### src/rtl/muldiv_pkg.sv
// Shared definitions for the multicycle multiply/divide unit and the control
// unit that issues mult/div/mfhi/mflo to it.
package muldiv_pkg;

  typedef enum logic [2:0] {
    ST_IDLE = 3'd0,
    ST_PREP = 3'd1,
    ST_RUN  = 3'd2,
    ST_FIX  = 3'd3,
    ST_DONE = 3'd4
  } md_state_e;

  localparam logic MD_MULT = 1'b0;
  localparam logic MD_DIV  = 1'b1;

  localparam logic [5:0] FUNCT_MULT = 6'b011000;
  localparam logic [5:0] FUNCT_DIV  = 6'b011010;
  localparam logic [5:0] FUNCT_MFHI = 6'b010000;
  localparam logic [5:0] FUNCT_MFLO = 6'b010010;

  // True for the funct codes that launch an iterative operation.
  function automatic logic is_md_start(input logic [5:0] funct);
    return (funct == FUNCT_MULT) || (funct == FUNCT_DIV);
  endfunction

  // Op select that goes with a launching funct code.
  function automatic logic md_op_of(input logic [5:0] funct);
    return (funct == FUNCT_DIV) ? MD_DIV : MD_MULT;
  endfunction

endpackage

### src/rtl/muldiv_unit.sv
// Multicycle signed mult/div owning the HI/LO registers. Magnitudes are run
// through a shared 2*WIDTH shift register, then the sign is fixed up.
//
//   state | meaning
//   IDLE  | waiting for start
//   PREP  | take magnitudes/signs of latched operands, catch div by zero
//   RUN   | WIDTH shift-add or restoring-divide iterations
//   FIX   | sign correction, HI/LO written on exit
//   DONE  | one-cycle result pulse; start here is accepted
module muldiv_unit
  import muldiv_pkg::*;
#(
  parameter int WIDTH = 32
) (
  input  logic             clk,
  input  logic             reset,
  input  logic             start,
  input  logic             op,
  input  logic [WIDTH-1:0] a,
  input  logic [WIDTH-1:0] b,
  output logic             busy,
  output logic             done,
  output logic             div_zero,
  output logic [WIDTH-1:0] hi,
  output logic [WIDTH-1:0] lo
);

  localparam int CW = $clog2(WIDTH) + 1;
  localparam logic [CW-1:0] CNT_LAST = CW'(WIDTH - 1);
  localparam logic [CW-1:0] CNT_ONE  = CW'(1);

  md_state_e          state_q, state_d;
  logic [CW-1:0]      cnt_q, cnt_d;
  logic               op_q, op_d;
  logic [WIDTH-1:0]   a_q, a_d;
  logic [WIDTH-1:0]   b_q, b_d;
  logic               sign_a_q, sign_a_d;
  logic               sign_b_q, sign_b_d;
  logic               dz_q, dz_d;
  logic [WIDTH-1:0]   mag_q, mag_d;
  logic [2*WIDTH-1:0] acc_q, acc_d;
  logic [WIDTH-1:0]   hi_q, hi_d;
  logic [WIDTH-1:0]   lo_q, lo_d;

  logic [WIDTH-1:0]   abs_a, abs_b;
  logic [WIDTH:0]     mul_sum;
  logic [2*WIDTH-1:0] mul_next;
  logic [WIDTH:0]     div_top;
  logic               div_ok;
  logic [WIDTH-1:0]   div_rem;
  logic [2*WIDTH-1:0] div_next;
  logic [2*WIDTH-1:0] prod_fix;
  logic [WIDTH-1:0]   quo_fix, rem_fix;

  // INT_MIN negates to itself, which read unsigned is exactly 2^(WIDTH-1).
  assign abs_a = a_q[WIDTH-1] ? -a_q : a_q;
  assign abs_b = b_q[WIDTH-1] ? -b_q : b_q;

  // Multiplier sits in the low half and is consumed LSB-first.
  assign mul_sum  = {1'b0, acc_q[2*WIDTH-1:WIDTH]} + (acc_q[0] ? {1'b0, mag_q} : {(WIDTH+1){1'b0}});
  assign mul_next = {mul_sum, acc_q[WIDTH-1:1]};

  // The shifted remainder needs one extra bit before the trial subtract.
  assign div_top  = acc_q[2*WIDTH-1:WIDTH-1];
  assign div_ok   = (div_top >= {1'b0, mag_q});
  assign div_rem  = div_ok ? (div_top[WIDTH-1:0] - mag_q) : div_top[WIDTH-1:0];
  assign div_next = {div_rem, acc_q[WIDTH-2:0], div_ok};

  assign prod_fix = (sign_a_q ^ sign_b_q) ? -acc_q : acc_q;
  assign quo_fix  = (sign_a_q ^ sign_b_q) ? -acc_q[WIDTH-1:0] : acc_q[WIDTH-1:0];
  assign rem_fix  = sign_a_q ? -acc_q[2*WIDTH-1:WIDTH] : acc_q[2*WIDTH-1:WIDTH];

  always_comb begin
    state_d  = state_q;
    cnt_d    = cnt_q;
    op_d     = op_q;
    a_d      = a_q;
    b_d      = b_q;
    sign_a_d = sign_a_q;
    sign_b_d = sign_b_q;
    dz_d     = dz_q;
    mag_d    = mag_q;
    acc_d    = acc_q;
    hi_d     = hi_q;
    lo_d     = lo_q;

    unique case (state_q)
      ST_IDLE, ST_DONE: begin
        if (start) begin
          op_d    = op;
          a_d     = a;
          b_d     = b;
          dz_d    = 1'b0;
          state_d = ST_PREP;
        end else begin
          state_d = ST_IDLE;
        end
      end

      ST_PREP: begin
        sign_a_d = a_q[WIDTH-1];
        sign_b_d = b_q[WIDTH-1];
        cnt_d    = '0;
        if (op_q == MD_DIV && b_q == '0) begin
          dz_d    = 1'b1;
          state_d = ST_DONE;
        end else if (op_q == MD_DIV) begin
          mag_d   = abs_b;
          acc_d   = {{WIDTH{1'b0}}, abs_a};
          state_d = ST_RUN;
        end else begin
          mag_d   = abs_a;
          acc_d   = {{WIDTH{1'b0}}, abs_b};
          state_d = ST_RUN;
        end
      end

      ST_RUN: begin
        acc_d = (op_q == MD_DIV) ? div_next : mul_next;
        cnt_d = cnt_q + CNT_ONE;
        if (cnt_q == CNT_LAST) begin
          state_d = ST_FIX;
        end
      end

      ST_FIX: begin
        if (op_q == MD_DIV) begin
          hi_d = rem_fix;
          lo_d = quo_fix;
        end else begin
          hi_d = prod_fix[2*WIDTH-1:WIDTH];
          lo_d = prod_fix[WIDTH-1:0];
        end
        state_d = ST_DONE;
      end

      default: state_d = ST_IDLE;
    endcase
  end

  always_ff @(posedge clk or negedge reset) begin
    if (!reset) begin
      state_q  <= ST_IDLE;
      cnt_q    <= '0;
      op_q     <= MD_MULT;
      a_q      <= '0;
      b_q      <= '0;
      sign_a_q <= 1'b0;
      sign_b_q <= 1'b0;
      dz_q     <= 1'b0;
      mag_q    <= '0;
      acc_q    <= '0;
      hi_q     <= '0;
      lo_q     <= '0;
    end else begin
      state_q  <= state_d;
      cnt_q    <= cnt_d;
      op_q     <= op_d;
      a_q      <= a_d;
      b_q      <= b_d;
      sign_a_q <= sign_a_d;
      sign_b_q <= sign_b_d;
      dz_q     <= dz_d;
      mag_q    <= mag_d;
      acc_q    <= acc_d;
      hi_q     <= hi_d;
      lo_q     <= lo_d;
    end
  end

  assign busy     = (state_q == ST_PREP) || (state_q == ST_RUN) || (state_q == ST_FIX);
  assign done     = (state_q == ST_DONE);
  assign div_zero = (state_q == ST_DONE) && dz_q;
  assign hi       = hi_q;
  assign lo       = lo_q;

endmodule
### config.mk
export PLATFORM = sky130hd
export DESIGN_NAME = muldiv_unit
export DESIGN_NICKNAME = d
export VERILOG_FILES = /design/src/rtl/muldiv_pkg.sv /design/src/rtl/muldiv_unit.sv
export SDC_FILE = /design/constraint.sdc
export NUM_CORES = 1
export LEC_CHECK = 0
export CAP_MARGIN = 25
export CORE_UTILIZATION = 44
export CTS_CLUSTER_SIZE = 25
export DETAILED_ROUTE_END_ITERATION = 7
export HOLD_SLACK_MARGIN = 0.06
export PLACE_DENSITY = 0.7
export SETUP_SLACK_MARGIN = 0.1
export SYNTH_ARGS = -nofsm -noshare
export SYNTH_HDL_FRONTEND = slang
export SYNTH_SLANG_ARGS = --single-unit
export TNS_END_PERCENT = 1
### constraint.sdc
create_clock -name clk -period 8.9 [get_ports clk]
set_input_delay 1.335 -clock clk [delete_from_list [all_inputs] [get_ports clk]]
set_output_delay 1.335 -clock clk [all_outputs]
set_load 0.005 [all_outputs]
---- Word level (Yosys, flattened, before mapping) ----
Index checks and enable logic that the tools add are counted.
cells by class
  add/sub/neg operators ................... 8
  $mul .................................... 0
  divide/modulo/power cells ............... 0
  magnitude comparators ................... 1
  equal/unequal tests ..................... 9
  shift-type cells ........................ 0
  multiplexer cells ....................... 22
  bitwise gates (word level) .............. 2
  reductions and logical operators ........ 13
operators with widths
  cell                   count
  $mux W32               10
  $mux W64               3
  $neg A32 Y32           4
  $pmux W64 S2           1
  $neg A64 Y64           1
  $add A32 B32 Y33       1
  $ge A33 B32 Y1         1
  $logic_not A32 Y1      1
  $sub A32 B32 Y32       1
  $pmux W3 S4            1
  $pmux W6 S2            1
  $ne A2 B2 Y1 const B   4
  $add A6 B1 Y6 const B  1
  $eq A3 B2 Y1 const B   2
  $eq A6 B5 Y1 const B   1
  $mux W3                2
  $reduce_and A2 Y1      3
  $reduce_bool A2 Y1     2
  $eq A3 B1 Y1 const B   1
  $eq A3 B3 Y1 const B   1
  $logic_not A3 Y1       1
  $mux W1                3
  $reduce_and A3 Y1      1
  $logic_and A1 B1 Y1    2
  5 further kinds        6
storage, ports and cells
  bits in registers ....................... 237
  latch bits .............................. 0
  RAM bits ................................ 0
  memory bits (read-only) ................. 0
  input port bits ......................... 68
  memories ................................ 0

---- Logic depth before layout (Yosys ltp) ----
Gate-level depths: netlist of run 1.
  depth after elaboration ................. 5
  depth in mapped cells ................... 14
  depth with buffers taken out ............ 13

---- Worst setup path after synthesis of run 1 ----
No wires, ideal clock.
  path kind ............................... reg-to-reg
  from .................................... register acc_q[0]
  to ...................................... register acc_q[62]
  arrival ................................. 3172 ps
  setup slack ............................. 5632 ps
  cell stages (with the launch flop) ...... 14
  path buffers ............................ 1
  period minus slack after synthesis ...... 3268 ps
  path through ............................ dfrtp_1 > inv_1 > clkbuf_1 > nor2_1 > ha_1 > o21a_1 > a211o_1 > a21o_1 > a211oi_1 > o21ai_0 > a41oi_1 > o21ai_0 > mux2_2 > o31ai_1
on the way
  longest elaborated chain between the ends .. 4
ends and longest elaborated chain
  item                      RTL line            text
  start: declaration        muldiv_unit.sv:41   logic [2*WIDTH-1:0] acc_q, acc_d;
  start signal: assignment  muldiv_unit.sv:152  acc_q <= '0;
  start signal: assignment  muldiv_unit.sv:165  acc_q <= acc_d;
  $mux W32                  muldiv_unit.sv:60   assign mul_sum = {1'b0, acc_q[2*WIDTH-1:WIDTH]} + (acc_q[0] ? {1'b0, mag_q} : {(WIDTH+1){1'b0}});
  $add A32 B32 Y33          muldiv_unit.sv:60
  $mux W64                  muldiv_unit.sv:119  acc_d = (op_q == MD_DIV) ? div_next : mul_next;
  $pmux W64 S2              muldiv_unit.sv:87   unique case (state_q)
No other way between the ends.
A chain may end at the register's enable or synchronous reset.

---- Final worst setup path of run 1 ----
  from .................................... register b_q[13]
  to ...................................... register acc_q[24]
on the way
  longest elaborated chain between the ends .. 5
  elaborated cells on any way between the ends .. 9
  classes of those cells .................. 1 x add/sub; 1 x eq/ne; 4 x mux; 3 x reduce/logical
ends and longest elaborated chain
  item                      RTL line            text
  start: declaration        muldiv_unit.sv:36   logic [WIDTH-1:0] b_q, b_d;
  start signal: assignment  muldiv_unit.sv:147  b_q <= '0;
  start signal: assignment  muldiv_unit.sv:160  b_q <= b_d;
  $neg A32 Y32              muldiv_unit.sv:57   assign abs_b = b_q[WIDTH-1] ? -b_q : b_q;
  $mux W32                  muldiv_unit.sv:57
  $mux W32                  muldiv_unit.sv:107  end else if (op_q == MD_DIV) begin
  $mux W64                  muldiv_unit.sv:104  if (op_q == MD_DIV && b_q == '0) begin
  $pmux W64 S2              muldiv_unit.sv:87
Parallel ways exist; a longest one is shown, timed or not. The select of a mux whose other input is x is not followed.

==> results.cfg, run 1 <==
[sta]
post-route-period-util = 0.5747
rsz0062_at_grt = no
setup_viol = 0
hold_violations = 0
max_slew_margin = 0.3434
skew_ns = 0.01507
min_period_ns = 5.115
final_max_slew_viol_count = 0
tightest_slew_ns = 0.9850
fmax_ghz = 0.1955
whs_ns = 0.4734
tns_ns = 0

[cells_and_area]
area_delta_synth_final_pct = 15.53
register_area_um2 = 5934
antenna_cells = 0
multi_input_area_um2 = 10250
nets = 2203
utilization = 0.5171
drive_above_1_share = 0.07674
fill_cells = 3489

[pwr]
internal_power_mw = 4.526
power_density_nw_per_um2 = 450.0
power.share.combinational = 0.610
max-vdd-ir-drop_v = 0.0001839
seqPwrFrac = 0.254
power_leakage_nw = 8.360
swShare = 0.4848
switchingPower_mw = 4.259
power_frac_clock = 0.136

[clocking]
numCtsBuffers = 28
holdBufCountCts = 0
clockBufferDepth = 3
cts-resized-gates = 0
root_buffer = clkbuf_16
cts_sinks = 237
cts_tree = yes
post_cts_buffers = 0
clk_pin_slew_ns = 0.06
clkLatencyLatePin_ns = 0.57
htree_levels = 1

[routing]
drc_errors = 0
drtIter0Drc = 1407
top_layer = met4
wl_met1_um = 23640
routed-wl-met3_um = 3817
wirelength_um = 50830
viasPerCell = 5.899
wl_met2_um = 22070
routedWlPerCell_um = 19.58
first_pass_iters = 6
ant_nets = 0
num_vias = 15310

[global_routing]
grt_antenna_before_repair = 0
grt_pass1_wl_um = 81340
gr-total-overflow = 0
grtUsageTotal = 0.2641
grt_max_degree = 126
first_global_vias = 14460

[setup_path]
cp.arrival_ns = 5.56
critPathLaunchType = flop
path_cells = or4_4 -> or4_1 -> or4b_1 -> or2_1 -> o21ai_4 -> buf_4 -> and2_2 -> buf_4 -> inv_2 -> nand2_2 -> nor3_1 -> a211o_1
slowest_stage = and2_2
rr_worst_depth = 12
cp_top_family = simple AND/OR/NAND/NOR gates
required_ns = 9.34
path_depth = 12
cpMostUsedCell = buf_4
critPathMaxStageDelay_ns = 0.79
startpoint = b_q[13]
worst-path-buf-inv = 3
cp-endpoint = acc_q[24]
r2r_end = acc_q[24]
crit_fanout = 80
rr_startpoint = b_q[13]
path_class = reg -> reg
r2r_slack_ns = 3.78
crit_path_end_kind = flop

[synthesis]
ys.flop_type = dfrtp_1
ys_warn_count = 0
syn-num-nets = 2147
synth.distinct_cells = 76
syn_avg_cell_area_um2 = 8.416
synthArstFlopShare = 1.000
synth_edf_count = 0
synthTopCellsByArea = dfrtp_1 35%, o21ai_0 6.9%, xnor2_1 5.3%
netlist.area_leader.share = 0.3510
netlist.top_cell.by_area = dfrtp_1
synthCells = 2008
ys_seq_elements = 237
netlist_area_um2 = 16900
ys_seq_area_frac = 0.3510

[outcome]
status = completed

[run]
maxCapViolCount = 0

[floorplanning]
core_um2 = 37760
initial_core_util = 0.4476
io_pins = 135
dieArea_um2 = 39190
die_h_um = 198.0
die_x_um = 198.0
num_rows = 71

[placed_design]
port_buffers = 134
gp_congestion = 0.9465
place_hpwl_um = 38410

[hold_path]
hp-class = reg -> reg
-- routing by layer --
layer	vias to the layer above	global-route usage
met5	-	0
met4	0	0.07838
met3	86	0.03441
met2	583	0.4022
met1	7320	0.3881
li1	7324	-
-- logic make-up after synthesis --
group	count (synthesis)	synth area share
compound gates	591	0.2146
simple gates	626	0.1704
xor+xnor	174	0.09018
mux	119	0.07626
flops	237	0.3510
fa+ha+maj	71	0.05346
buf+inv	190	0.04420
-- cells in the final DEF (no fill, tap or decap), types with 61 or more instances in the layout --
cell type and instances:
o21ai_0 233, inv_1 61, nor2_1 182, ha_1 69, dfrtp_1 236, xnor2_1 102
nand2_1 226, mux2_2 68, clkdlybuf4s50_1 133, xor2_1 71, a21oi_1 123
-- sequential cells by signal, summed over array words and instances, names as in the netlist, 3 cells and up --
signal   flops
cnt_q        6
state_q      3
acc_q       64
hi          32
lo          32
b_q         32
mag_q       32
a_q         32
-- stage by stage --
step / area, um2 / worst slack [ns] / cells / total power [mW]
after floorplan: 16900 / 5.632 / 2008 / 5.873
after global placement: 18550 / 3.868 / 2544 / 7.413
after detailed placement: 18550 / 3.811 / 2544 / 7.518
after CTS: 19510 / 3.808 / 2595 / 8.732
after global routing: 19520 / 3.521 / 2596 / 9.475
final: 19520 / 3.785 / 2596 / 8.784
-- cells in the mapped netlist, types with 10 or more instances --
library cell  number
dfrtp_1          237
o21ai_0          233
nand2_1          226
nor2_1           182
a21oi_1          124
clkbuf_1         110
xnor2_1          103
xor2_1            71
ha_1              69
mux2_2            68
inv_1             61
mux2i_1           50
nor3_1            46
a21o_1            37
a211oi_1          31
nand3_1           30
a22oi_1           23
o31ai_1           23
and3_1            19
nand2b_1          17
nor4_1            17
a31oi_1           16
nand4_1           16
o211ai_1          14
o41ai_1           13
or4_1             13
or3_1             12
and2_1            11
o21a_1            11
o221ai_1          10
-- power by group through the flow --
stage / logic, mW / registers [mW] / clock network (mW)
after floorplan: 3.93 / 1.94 / 0
after global placement: 5.20 / 2.21 / 0
after detailed placement: 5.28 / 2.23 / 0
after CTS: 5.30 / 2.22 / 1.21
after global routing: 5.91 / 2.31 / 1.26
final: 5.36 / 2.23 / 1.19
-- worst reg2reg max path: stages (launching register included) --
cell and delay [ns]:
dfrtp_1 0.43, or4_4 0.57, or4_1 0.52, or4b_1 0.53, or2_1 0.33, o21ai_4 0.13
buf_4 0.61, and2_2 0.81, buf_4 0.48, inv_2 0.17, nand2_2 0.14, nor3_1 0.07
a211o_1 0.22
-- worst min path at each step --
stage	from	end	slack, ns	cells past startpoint
6_report	hi[1]	hi[1]	0.47	2
3_3_place_gp	lo[30]	lo[30]	0.46	2
5_1_grt	lo[30]	lo[30]	0.51	2
4_1_cts	mag_q[26]	mag_q[26]	0.48	1
3_5_place_dp	mag_q[26]	mag_q[26]	0.47	1
2_1_floorplan	mag_q[30]	mag_q[30]	0.44	2
-- final cells by class --
type | count | share of cell area
clock inverter | 12 | 0.007499
inverter | 62 | 0.01192
sequential | 237 | 0.3040
timing repair buffer | 154 | 0.07704
clock buffer | 39 | 0.04166
multi-input combinational | 1581 | 0.5252
tap | 511 | 0.03275
No activity file was read; power rests on OpenSTA's default activity.
==> run 2: changes to the inputs <==
--- a/config.mk
+++ b/config.mk
@@ -10,7 +10,7 @@
 export CTS_CLUSTER_SIZE = 25
 export DETAILED_ROUTE_END_ITERATION = 7
 export HOLD_SLACK_MARGIN = 0.06
-export PLACE_DENSITY = 0.7
+export PLACE_DENSITY = 0.73
 export SETUP_SLACK_MARGIN = 0.1
 export SYNTH_ARGS = -nofsm -noshare
 export SYNTH_HDL_FRONTEND = slang
==> constraint.sdc (replaced) <==
create_clock -name clk -period 4.4 [get_ports clk]
set_input_delay 0.66 -clock clk [delete_from_list [all_inputs] [get_ports clk]]
set_output_delay 0.66 -clock clk [all_outputs]
set_load 0.005 [all_outputs]
==> run 2 against run 1 <==
Critical path depth rose by 1. Combinational power rose by 110%. Via count rose by 0.18%. Clock skew rose by 0.0079 ns. Setup slack got worse by 3.2 ns. Maximum frequency rose by 33%.
==> results.cfg, run 2 (synthesis results as in run 1) <==
[hold_path]
hp-class = in -> async

[clocking]
cts_sinks = 237
post_cts_buffers = 0
clkLatencyLatePin_ns = 0.57
cts-resized-gates = 0
root_buffer = clkbuf_16
holdBufCountCts = 0
clk_pin_slew_ns = 0.06
htree_levels = 1
cts_tree = yes
numCtsBuffers = 27
clockBufferDepth = 3

[sta]
finalWorstSetupSlack_ns = 0.5468
skew_ns = 0.02298
post-route-period-util = 0.8757
whs_ns = 0.2108
setup_viol = 0
hold_violations = 0
tightest_slew_ns = 1.045
min_period_ns = 3.853
fmax_ghz = 0.2595
tns_ns = 0
max_slew_margin = 0.3019
rsz0062_at_grt = no
final_max_slew_viol_count = 0

[cells_and_area]
layout_common_cells = 236 x dfrtp_1, 233 x o21ai_0, 226 x nand2_1
antenna_cells = 0
top_register = acc_q
multi_input_area_um2 = 10250
area_delta_synth_final_pct = 16.44
nets = 2224
utilization = 0.5212
drive_above_1_share = 0.08594
final_common_cell = dfrtp_1
fill_cells = 3514
register_area_um2 = 5934
largest_reg_flops = 64

[placed_design]
port_buffers = 134
pre_cts_slack_ns = 0.6034
place_hpwl_um = 39740
gp_congestion = 0.9692

[setup_path]
cp.arrival_ns = 4.23
crit_path_end_kind = flop
critPathLaunchType = flop
required_ns = 4.78
path_class = reg -> reg
crit_fanout = 6

[pwr]
power.total_mw = 18.02
switchingPower_mw = 8.817
internal_power_mw = 9.199
power_leakage_nw = 8.479
swShare = 0.4894
power.share.combinational = 0.617
power_frac_clock = 0.132
power_density_nw_per_um2 = 915.6
seqPwrFrac = 0.251
max-vdd-ir-drop_v = 0.0003947

[global_routing]
grt-busiest-layer = met2
use_met3 = 0.04837
grt_pass1_wl_um = 83170
gr-total-overflow = 0
met2_usage = 0.4152
grt_max_degree = 123
grtUsageTotal = 0.2704
grt_util_met1 = 0.3906
grt_antenna_before_repair = 0
first_global_vias = 14770

[floorplanning]
num_rows = 71
die_h_um = 198.0
io_pins = 135
initial_core_util = 0.4476
die_x_um = 198.0
core_um2 = 37760
dieArea_um2 = 39190

[routing]
first_pass_iters = 6
wirelength_um = 51890
drc_errors = 0
viasPerCell = 5.862
drtIter0Drc = 1203
routedWlPerCell_um = 19.83
ant_nets = 0
num_vias = 15340

[outcome]
status = completed

[run]
maxCapViolCount = 0
run 2: final cells by class:
class                           instances  area share
Multi-Input combinational cell       1581      0.5208
Sequential cell                       237      0.3016
Timing Repair Buffer                  176     0.08559
Clock buffer                           37     0.03930
Tap cell                              511     0.03249
Inverter                               62     0.01183
Clock inverter                         13    0.008457
run 2: critical path, cell delays in order, from the launching register on:
cell and delay (ns):
dfrtp_1 0.42, and2_1 0.16, ha_1 0.18, inv_1 0.06
fa_1 0.38, nand2b_1 0.19, a21oi_1 0.26, a41oi_1 0.21
a311oi_1 0.59, o211ai_1 0.21, o31ai_1 0.55, xor2_1 0.15
a22oi_1 0.17, o21ai_0 0.14
run 2: final timing paths:
path	start	endpoint	slack [ns]	depth (start not counted)
max	acc_q[0]	acc_q[59]	0.55	13
min in group clk	lo[15]	lo[15]	0.47	2
max reg2reg	acc_q[0]	acc_q[59]	0.55	13
max in group asynchronous	reset	lo[27]	3.14	2
min reg2reg	lo[15]	lo[15]	0.47	2
min	reset	cnt_q[0]	0.21	1
run 2: power by group through the flow:
stage / Combinational, mW / Sequential, mW / Clock, mW
floorplan: 7.95 / 3.93 / 0
global placement: 10.8 / 4.46 / 0
detailed placement: 10.9 / 4.52 / 0
CTS: 11.0 / 4.49 / 2.42
global route: 12.2 / 4.67 / 2.49
finish: 11.1 / 4.53 / 2.37
run 2: stage by stage:
step           instances  instance area, um2
2_1_floorplan       2008               16900
3_3_place_gp        2565               18710
3_5_place_dp        2565               18710
4_1_cts             2615               19650
5_1_grt             2617               19680
6_report            2617               19680
run 2: layer usage:
layer | wire length (um) | part of all wire | vias to the layer above
met5 | 0 | 0 | -
met4 | 1235 | 0.024 | 0
met3 | 4273 | 0.082 | 63
met2 | 22460 | 0.43 | 619
met1 | 23920 | 0.46 | 7305
li1 | - | - | 7353
==> run 3: changes to the inputs <==
==> constraint.sdc (replaced) <==
create_clock -name clk -period 4.4 [get_ports clk]
set_input_delay 0.66 -clock clk [delete_from_list [all_inputs] [get_ports clk]]
set_output_delay 0.66 -clock clk [all_outputs]
set_load 0.02 [all_outputs]
==> results of run 3 <==
The final DEF is identical to that of run 2. Status: completed.
Among the figures that moved: total power 18.02 mW -> 18.32 mW; worst IR drop on VDD 0.0003947 V -> 0.0003953 V
